File: config.mk
export PLATFORM = sky130hd
export DESIGN_NAME = instr_issue
export DESIGN_NICKNAME = d
export VERILOG_FILES = /design/src/rtl/instr_issue.sv
export SDC_FILE = /design/constraint.sdc
export NUM_CORES = 1
export LEC_CHECK = 0
export ABC_CLOCK_PERIOD_IN_PS = 2300
export CORE_UTILIZATION = 25
export CTS_BUF_LIST = sky130_fd_sc_hd__clkbuf_8
export DETAILED_ROUTE_END_ITERATION = 7
export MAX_ROUTING_LAYER = met4
export SYNTH_ARGS = -nofsm -noshare
export SYNTH_HDL_FRONTEND = slang
export SYNTH_SLANG_ARGS = --single-unit
export TNS_END_PERCENT = 50
File: constraint.sdc
create_clock -name clk -period 2.3 [get_ports clk]
set_input_delay 0.345 -clock clk [delete_from_list [all_inputs] [get_ports clk]]
set_output_delay 0.345 -clock clk [all_outputs]
set_load 0.01 [all_outputs]
File: src/rtl/instr_issue.sv
// instr_issue: instruction FIFO, IR load/issue FSM and field decode for the datapath controller
module instr_issue #(
  parameter int DEPTH = 4,
  parameter int CNT_W = 8
) (
  input  logic             clk,
  input  logic             rst_n,
  input  logic             in_valid,
  input  logic [15:0]      in_instr,
  output logic             in_ready,
  input  logic             waiting,
  input  logic [1:0]       reg_sel,
  output logic             start,
  output logic [2:0]       opcode,
  output logic [1:0]       ALU_op,
  output logic [1:0]       shift_op,
  output logic [2:0]       r_addr,
  output logic [15:0]      sximm8,
  output logic [15:0]      sximm5,
  output logic             busy,
  output logic [CNT_W-1:0] retired,
  output logic             empty
);
  localparam int PW = $clog2(DEPTH);
  localparam int CW = PW + 1;
  typedef enum logic [1:0] {IDLE, ISSUE, BUSY} state_t;
  state_t           state_q, state_d;
  logic [15:0]      mem [DEPTH];
  logic [PW-1:0]    wr_ptr_q, wr_ptr_d, rd_ptr_q, rd_ptr_d;
  logic [CW-1:0]    count_q, count_d;
  logic [15:0]      ir_q, ir_d;
  logic             seen_low_q, seen_low_d;
  logic [CNT_W-1:0] retired_q, retired_d;
  logic             push, pop;
  // full/empty come from the occupancy count, so a pop never frees a slot for the same cycle's push
  assign in_ready = count_q != CW'(DEPTH);
  assign empty    = count_q == '0;
  assign push     = in_valid && in_ready;
  assign pop      = (state_q == IDLE) && waiting && !empty;
  always_comb begin
    wr_ptr_d   = push ? wr_ptr_q + 1'b1 : wr_ptr_q;
    rd_ptr_d   = pop ? rd_ptr_q + 1'b1 : rd_ptr_q;
    count_d    = count_q + CW'(push) - CW'(pop);
    ir_d       = pop ? mem[rd_ptr_q] : ir_q;
    state_d    = state_q;
    seen_low_d = seen_low_q;
    retired_d  = retired_q;
    case (state_q)
      IDLE:  state_d = pop ? ISSUE : IDLE;
      ISSUE: begin
        state_d    = BUSY;
        seen_low_d = 1'b0;
      end
      BUSY: begin
        seen_low_d = seen_low_q || !waiting;
        state_d    = (seen_low_q && waiting) ? IDLE : BUSY;
        retired_d  = (seen_low_q && waiting) ? retired_q + 1'b1 : retired_q;
      end
      default: state_d = IDLE;
    endcase
  end
  always_ff @(posedge clk) begin
    if (!rst_n) begin
      state_q    <= IDLE;
      wr_ptr_q   <= '0;
      rd_ptr_q   <= '0;
      count_q    <= '0;
      ir_q       <= '0;
      seen_low_q <= 1'b0;
      retired_q  <= '0;
    end else begin
      state_q    <= state_d;
      wr_ptr_q   <= wr_ptr_d;
      rd_ptr_q   <= rd_ptr_d;
      count_q    <= count_d;
      ir_q       <= ir_d;
      seen_low_q <= seen_low_d;
      retired_q  <= retired_d;
    end
  end
  always_ff @(posedge clk) begin
    if (push) mem[wr_ptr_q] <= in_instr;
  end
  assign start    = state_q == ISSUE;
  assign busy     = state_q != IDLE;
  assign retired  = retired_q;
  assign opcode   = ir_q[15:13];
  assign ALU_op   = ir_q[12:11];
  assign shift_op = ir_q[4:3];
  assign sximm8   = {{8{ir_q[7]}}, ir_q[7:0]};
  assign sximm5   = {{11{ir_q[4]}}, ir_q[4:0]};
  assign r_addr   = reg_sel == 2'b00 ? ir_q[2:0] :
                    reg_sel == 2'b01 ? ir_q[7:5] :
                    reg_sel == 2'b10 ? ir_q[10:8] : 3'b000;
endmodule

After elaboration in Yosys (flattened, before gate mapping):

Memory sizes are Yosys's and may differ from the RTL's. A register that Yosys moved wholly into a read port is not among the register bits.
Cells that the tools add are included.

* memory bits (writable): 64
* output and inout bits: 54
* input bits: 22
* memories: 1
* word-level logic and storage cells: 40
* bits in registers: 18

* add/sub/neg operators: 5
* reductions and logical operators: 14
* eq/ne operators: 5
* mux-type cells: 9

Memories
* mem: depth 4, bits a word 16, read ports 1, clocked after memory_dff 1, wr ports 1, line 28 `logic [15:0] mem [DEPTH];`

Operator list (number)
* two-way mux 3 bit: 3
* adder 8 x 1 -> 8 bit, second input constant: 1
* one-hot mux 2 bit (3 select lines): 1
* adder 2 x 1 -> 2 bit, second input constant: 2
* equality test 2 x 1 -> 1 bit, second input constant: 2
* equality test 2 bit, second input constant: 2
* logical AND 1 bit: 4
* zero test 2 bit: 2
* nonzero test 2 bit: 2
* adder 3 x 1 -> 3 bit: 1
* zero test 1 bit: 3
* zero test 3 bit: 1
* two-way mux 1 bit: 3
* != test 3 bit, second input constant: 1
* subtractor 3 x 1 -> 3 bit: 1
* two-way mux 2 bit: 1
* one-hot mux 1 bit (2 select lines): 1
* AND reduction 2 bit: 1
* logical OR 1 bit: 1

Depth between registers and ports, before layout:

Gate-level depths: netlist of run 1.

* depth in word-level cells: 5
* gate-level depth with buffers: 9
* gate-level depth less buffers: 9

Least setup slack after synthesis of run 1:

No wires, ideal clock.

* kind: flip-flop to flip-flop
* start point: register count_q[2]
* end point: register count_q[2]
* buffers on the path: 0
* clock period less this slack: 2037 ps
* setup time: 115 ps
* path slack: 263 ps
* arrival time: 1923 ps
* stages on the path, launching flop included: 10
* required time: 2185 ps
* path through: dfxtp_1 > nor3b_1 > inv_2 > nand2_1 > xnor2_1 > ha_1 > fa_1 > xnor2_1 > xnor2_1 > and2_1

* longest elaborated chain between the ends: 4
* elaborated cells between the ends (all ways): 7
* those cells by class: add/sub: 2; eq/ne: 1; reduce/logical: 4

RTL lines
* from (decl): line 30 `logic [CW-1:0] count_q, count_d;`
* from (signal assigned): line 75 `count_q <= count_d;`
* != test 3 bit: line 36 `assign in_ready = count_q != CW'(DEPTH);`
* net in_ready: line 10 `output logic in_ready,`
* logical AND 1 bit: line 38 `assign push = in_valid && in_ready;`
* adder 3 x 1 -> 3 bit: line 43 `count_d = count_q + CW'(push) - CW'(pop);`
* subtractor 3 x 1 -> 3 bit: line 43

The timed path passes the listed nets, and every way through them passes these cells.
A chain may end at the register's enable or synchronous reset.

Worst setup path in the final report of run 1:

* start point: input reg_sel[0]
* end point: output r_addr[1]

* longest elaborated chain between the ends: 4
* elaborated cells between the ends (all ways): 6
* those cells by class: eq/ne: 2; mux: 3; reduce/logical: 1

RTL lines
* from (decl): line 12 `input logic [1:0] reg_sel,`
* equality test 2 bit: line 94 `reg_sel == 2'b10 ? ir_q[10:8] : 3'b000;`
* two-way mux 3 bit: line 94
* two-way mux 3 bit: line 93 `reg_sel == 2'b01 ? ir_q[7:5] :`
* two-way mux 3 bit (*): line 92 `assign r_addr = reg_sel == 2'b00 ? ir_q[2:0] :`
* to (decl): line 17 `output logic [2:0] r_addr,`

Every way passes the cells marked *; elsewhere a longest branch is shown, timed or not.

==> reports/results.ini, run 1 <==
[status]
status = complete, no violations

[critical_path]
critPathArrivalTime_ns = 1.83
timing.critical_path.fanout_max = 4
kind_of_start_point_of_the_critical_path = input pin
critPathRequiredTime_ns = 1.96
worst_setup_path_class = input pin to output pin
setup.reg_to_reg.worst_slack_ns = 0.18
timing.critical_path.to_type = output pin

[clocking]
ctsHtreeMaxLevel = 3
post_cts_resize_count = 0
number_of_sinks_handled_by_clock_tree_synthesis = 98
later_pin_clock_latency_in_the_skew_report_ns = 0.36
cts_tree = built
cts-hold-fix-buffers = 0
cts-root-to-sink-buffers = 2
cts_setup_buffers = 0
cts_inserted_buffers = 9
clk_pin_slew_worst_paths_ns = 0.09
cts-root-buf = clkbuf_8

[yosys]
synthDistinctLibCells = 39
synth_cells = 276
asyncSetResetFlopFracSynth_pct = 0
synth_area_per_cell_um2 = 15.0
syn_area_um2 = 4150
synth-edff-count = 64
yosys_most_used_dff = edfxtp_1
syn-num-nets = 309
synth.yosys.warnings = 0
synth.ff_latch_count = 98
synth-seq-area-share_pct = 62.8

[sta]
hold_viol_final = 0
final-setup-viol-count = 0
min_period_over_period_pct = 94.7
final-max-slew-violation-count = 0
tns_ns = 0
rsz0062_at_grt = no
final.setup_skew_ns = 0.00880
worst_slew_margin_rel_pct = 48.4
worst_slew_pin_slew_ns = 0.773
maxClockFrequency_mhz = 459
period_needed_ns = 2.18

[global_route]
grt_pass1_wl_mm = 11.8
globalRouteTotalUtil_pct = 9.83
grt_pass1_vias = 2340
grt_antenna_before_repair = 0
grt-ovfl-total = 0
grt_start_max_net_pins = 18

[die]
core.rowCount = 46
core_um2 = 16100
initial_utilization_pct = 25.8
die-height_um = 131
die_area_um2 = 17100
die_w_um = 131
pin_count = 76

[finish]
final_cell_mix = clkdlybuf4s50_1 (75), edfxtp_1 (64), dfxtp_1 (34)
antenna-diode-count = 0
layout.cell_area.non_filler_um2 = 5110
syn2layout_area_growth_pct = 23.3
final_net_count = 359
mostFrequentLayoutCell = clkdlybuf4s50_1
post_route_cells_drive_above_1_share_pct = 12.1

[route]
drt_drc_violations_left = 0
post_drt_via_cell_ratio = 4.17
antenna_violating_nets_post_route = 0
wl_mm = 7.73
firstDrtPassIters = 4
routedWlPerCell_um = 14.1
vias = 2283
drtIter0Drc = 110

[place]
place.detailed.hpwl_mm = 5.14
port-buffer-count = 75
dpl-instance-area_um2 = 4910
gpl.final_weighted_congestion = 0.709

[pwr]
combinationalPowerShare_pct = 30.4
power.share.switching_pct = 28.2
power_per_cell_area_nw_per_um2 = 941
sequentialPowerShare_pct = 47.1
p_leak_nw = 1.76
switchingPower_w = 0.00135
peakVddDrop_mv = 0.385
power.share.clock_pct = 22.5
power.internal_w = 0.00346

[run]
cap_viol_max_count = 0

[hold_path]
worstHoldPathType = flop to flop

[metrics by stage]
stage / setup WS (ns) / power, W / hold slack (ns) / instances / utilization (%)
2_1_floorplan: 0.263 / 0.00333 / 0.442 / 276 / -
3_3_place_gp: 0.0790 / 0.00376 / 0.454 / 531 / 30.6
3_5_place_dp: 0.0221 / 0.00380 / 0.457 / 531 / 30.6
4_1_cts: 0.0159 / 0.00489 / 0.479 / 547 / 31.8
5_1_grt: 0.0183 / 0.00510 / 0.511 / 547 / 31.8
6_report: 0.122 / 0.00481 / 0.477 / 547 / 31.8
[worst max-delay path: stages]
cell and delay [ns]:
clkdlybuf4s50_1 0.52, nor2b_1 0.24, nand2_1 0.08, o21ai_1 0.09, clkdlybuf4s50_1 0.56
[registers in the layout (all words and copies together) (netlist names)]
register and count:
mem 64, ir_q 16, retired 8, count_q 3, rd_ptr_q 2, state_q 2
wr_ptr_q 2, seen_low_q 1
[cells by family (layout without fill, tap and decap cells)]
group	Yosys count	count (layout)	synth area share, %
adder cells (fa/ha/maj)	11	11	3.50
AND/OR/NAND/NOR	46	46	5.88
multiplexers	22	22	10.9
XOR/XNOR	6	6	1.27
flip-flops	98	98	62.8
AO/OA/AOI/OAI	34	34	6.10
buffers and inverters	59	114	9.63
[area by class of cell]
type	instances	area (µm²)
Clock buffer	9	124
Timing Repair Buffer	87	853
Fill cell	1572	10900
Sequential cell	98	2600
Inverter	11	41.3
Tap cell	216	270
Multi-Input combinational cell	119	1150
Clock inverter	7	71.3
[cell usage after synthesis (5+ instances only)]
cell type / count / area share (%)
nor2_1: 5 / 0.45
o21ai_1: 5 / 0.60
mux4_2: 8 / 4.3
edfxtp_1: 64 / 46
nand2_1: 11 / 1.0
inv_1: 9 / 0.81
mux2i_1: 6 / 1.4
a22o_1: 16 / 3.4
buf_4: 40 / 7.2
mux4_1: 8 / 5.1
a21oi_1: 7 / 0.84
ha_1: 10 / 3.0
nand3_1: 6 / 0.72
dfxtp_1: 34 / 16
[power groups by stage]
stage | Sequential, W | Combinational [W] | Clock [W]
3_3_place_gp | 0.00230 | 0.00146 | 0
5_1_grt | 0.00231 | 0.00160 | 0.00120
6_report | 0.00227 | 0.00146 | 0.00108
3_5_place_dp | 0.00231 | 0.00149 | 0
4_1_cts | 0.00227 | 0.00149 | 0.00113
2_1_floorplan | 0.00225 | 0.00108 | 0
[worst paths after layout]
kind	startpoint	end	cells after the start
max reg2reg	state_q[0]	count_q[2]	9
min	retired[7]	retired[7]	2
min reg2reg	retired[7]	retired[7]	2
max	reg_sel[0]	r_addr[1]	5
[per-layer routing]
metal	vias up	share of wire [%]	global-route usage, %
met5	-	0	-
met4	0	0.54	2.64
met3	5	4.8	3.54
met2	63	51	17.2
met1	1125	43	10.5
li1	1090	-	-
(Power assumes the default switching activity.)
==> run 2, diff against run 1 <==
--- a/config.mk
+++ b/config.mk
@@ -6,10 +6,11 @@
 export NUM_CORES = 1
 export LEC_CHECK = 0
 export ABC_CLOCK_PERIOD_IN_PS = 2300
-export CORE_UTILIZATION = 25
+export CORE_UTILIZATION = 54
 export CTS_BUF_LIST = sky130_fd_sc_hd__clkbuf_8
 export DETAILED_ROUTE_END_ITERATION = 7
 export MAX_ROUTING_LAYER = met4
+export PLACE_DENSITY = 0.82
 export SYNTH_ARGS = -nofsm -noshare
 export SYNTH_HDL_FRONTEND = slang
 export SYNTH_SLANG_ARGS = --single-unit
==> run 2 against run 1 <==
Compared with the run above: non-clock buffer count is the same; sequential power hardly changed; register-to-register slack barely moved; critical endpoint is now in_ready; utilization rose by 36 points; largest cell class unchanged.
==> reports/results.ini, run 2 (synthesized netlist as in run 1, its figures left out) <==
[clocking]
cts_inserted_buffers = 9  ; unchanged
later_pin_clock_latency_in_the_skew_report_ns = 0.36  ; about the same
ctsHtreeMaxLevel = 3  ; unchanged
cts_tree = built
cts-hold-fix-buffers = 0  ; unchanged
cts-root-buf = clkbuf_8
post_cts_resize_count = 0  ; unchanged
number_of_sinks_handled_by_clock_tree_synthesis = 98  ; unchanged
cts_setup_buffers = 0  ; unchanged
cts-root-to-sink-buffers = 2  ; unchanged
clk_pin_slew_worst_paths_ns = 0.08  ; about the same

[pwr]
peakVddDrop_mv = 0.651  ; +69%
p_leak_nw = 1.74  ; -0.84%
overall_power_after_layout_w = 0.00480  ; -0.14%
power_per_cell_area_nw_per_um2 = 969  ; +3.0%

[sta]
tns_ns = 0  ; unchanged
min_period_over_period_pct = 94.4  ; -0.23 points
maxClockFrequency_mhz = 460  ; +0.25%
worst_slew_margin_rel_pct = 49.2  ; +0.73 points
period_needed_ns = 2.17  ; -0.00536 ns
final.setup_skew_ns = 0.0122  ; +0.00345 ns
rsz0062_at_grt = no
hold_viol_final = 0  ; unchanged
final-max-slew-violation-count = 0  ; unchanged
worst_slew_pin_slew_ns = 0.762  ; -0.0110 ns
final-setup-viol-count = 0  ; unchanged

[global_route]
grt_antenna_before_repair = 0  ; unchanged
grt_start_max_net_pins = 18  ; unchanged
grt_pass1_vias = 2264  ; -3.2%
globalRouteTotalUtil_pct = 20.3  ; +10 points
grt-ovfl-total = 0  ; unchanged
grt_pass1_wl_mm = 11.0  ; -7.1%

[critical_path]
timing.critical_path.to_type = output pin
kind_of_start_point_of_the_critical_path = flop
setup.reg_to_reg.worst_slack_ns = 0.18  ; about the same
timing.critical_path.fanout_max = 7  ; +3
critical_path.slowest_cell = clkdlybuf4s50_1
critPathArrivalTime_ns = 1.83  ; about the same
critPathRequiredTime_ns = 1.96  ; about the same
path_cells = nor3b_1 > inv_2 > buf_4 > clkdlybuf4s50_1
worst_path_largest_cell_delay_ns = 0.47  ; -0.09 ns
worst_setup_path_class = flop to output pin

[finish]
antenna-diode-count = 0  ; unchanged
syn2layout_area_growth_pct = 19.5
final_net_count = 359  ; unchanged
final_cell_mix = clkdlybuf4s50_1 (75), edfxtp_1 (64), dfxtp_1 (34)
mostFrequentLayoutCell = clkdlybuf4s50_1
filler_cell_count = 491  ; -69%
largest_reg_flops = 64  ; unchanged
post_route_cells_drive_above_1_share_pct = 12.1  ; unchanged
register_name_with_the_most_flops = mem

[die]
die_w_um = 89.6  ; -31%
pin_count = 76  ; unchanged
die-height_um = 89.6  ; -31%
initial_utilization_pct = 56.6  ; +31 points
die_area_um2 = 8030  ; -53%
core.rowCount = 31  ; -33%
core_um2 = 7330  ; -54%

[hold_path]
worstHoldPathType = flop to flop

[route]
antenna_violating_nets_post_route = 0  ; unchanged
firstDrtPassIters = 4  ; unchanged
vias = 2269  ; -0.61%
wl_mm = 7.16  ; -7.3%
routedWlPerCell_um = 16.7  ; +18%
drt_drc_violations_left = 0  ; unchanged
drtIter0Drc = 154  ; +40%
post_drt_via_cell_ratio = 5.28  ; +26%

[place]
place.detailed.hpwl_mm = 4.73  ; -8.0%
gpl.final_weighted_congestion = 0.713  ; +0.54%
port-buffer-count = 75  ; unchanged

[run]
cap_viol_max_count = 0  ; unchanged

[status]
status = complete, no violations

==> run 2: layout make-up <==
| class | instances | area [µm²] | share of cell area, % |
|---|---|---|---|
| clock inverter | 7 | 77.6 | 1.57 |
| sequential | 98 | 2600 | 52.5 |
| tap | 99 | 124 | 2.50 |
| clock buffer | 9 | 124 | 2.50 |
| inverter | 11 | 41.3 | 0.833 |
| multi-input combinational | 119 | 1140 | 23.1 |
| timing repair buffer | 87 | 841 | 17.0 |
==> run 2: final timing paths <==
check | from | to | cells after the start
hold / removal | retired[7] | retired[7] | 2
setup reg to reg | count_q[2] | count_q[2] | 9
setup / recovery | count_q[2] | in_ready | 4
hold reg to reg | retired[7] | retired[7] | 2
==> run 2: worst max-delay path: cells and delay by family, from the launching register on <==
kind,cells,cell delay (ns)
simple gates,1,0.36
flops,1,0.42
buf+inv,3,0.69
==> run 2: power by group <==
| part | total, W | switching [W] | internal [W] | leakage, nW |
|---|---|---|---|---|
| logic | 0.00144 | 0.000613 | 0.000823 | 0.779 |
| clock network | 0.00111 | 0.000598 | 0.000512 | 0.0992 |
| registers | 0.00226 | 0.000150 | 0.00211 | 0.863 |
| total | 0.00480 | 0.00136 | 0.00344 | 1.74 |
==> run 2: routing by layer <==
metal | GRT usage (%) | share of wire, % | vias to the layer above
met1 | 23.4 | 41 | 1086
met2 | 33.0 | 51 | 77
met4 | 10.8 | 1.9 | 0
met3 | 5.12 | 5.3 | 14
li1 | - | - | 1092
met5 | - | 0 | -
==> run 2: per-stage QoR <==
step | setup WS (ns) | std cells | utilization (%) | hold WS, ns | cell area, µm²
2_1_floorplan | 0.263 | 276 | - | 0.442 | 4150
3_3_place_gp | 0.123 | 414 | 64.8 | 0.461 | 4750
3_5_place_dp | 0.0665 | 414 | 64.8 | 0.466 | 4750
4_1_cts | 0.106 | 430 | 67.6 | 0.481 | 4950
5_1_grt | 0.0194 | 430 | 67.6 | 0.504 | 4950
6_report | 0.128 | 430 | 67.6 | 0.476 | 4950
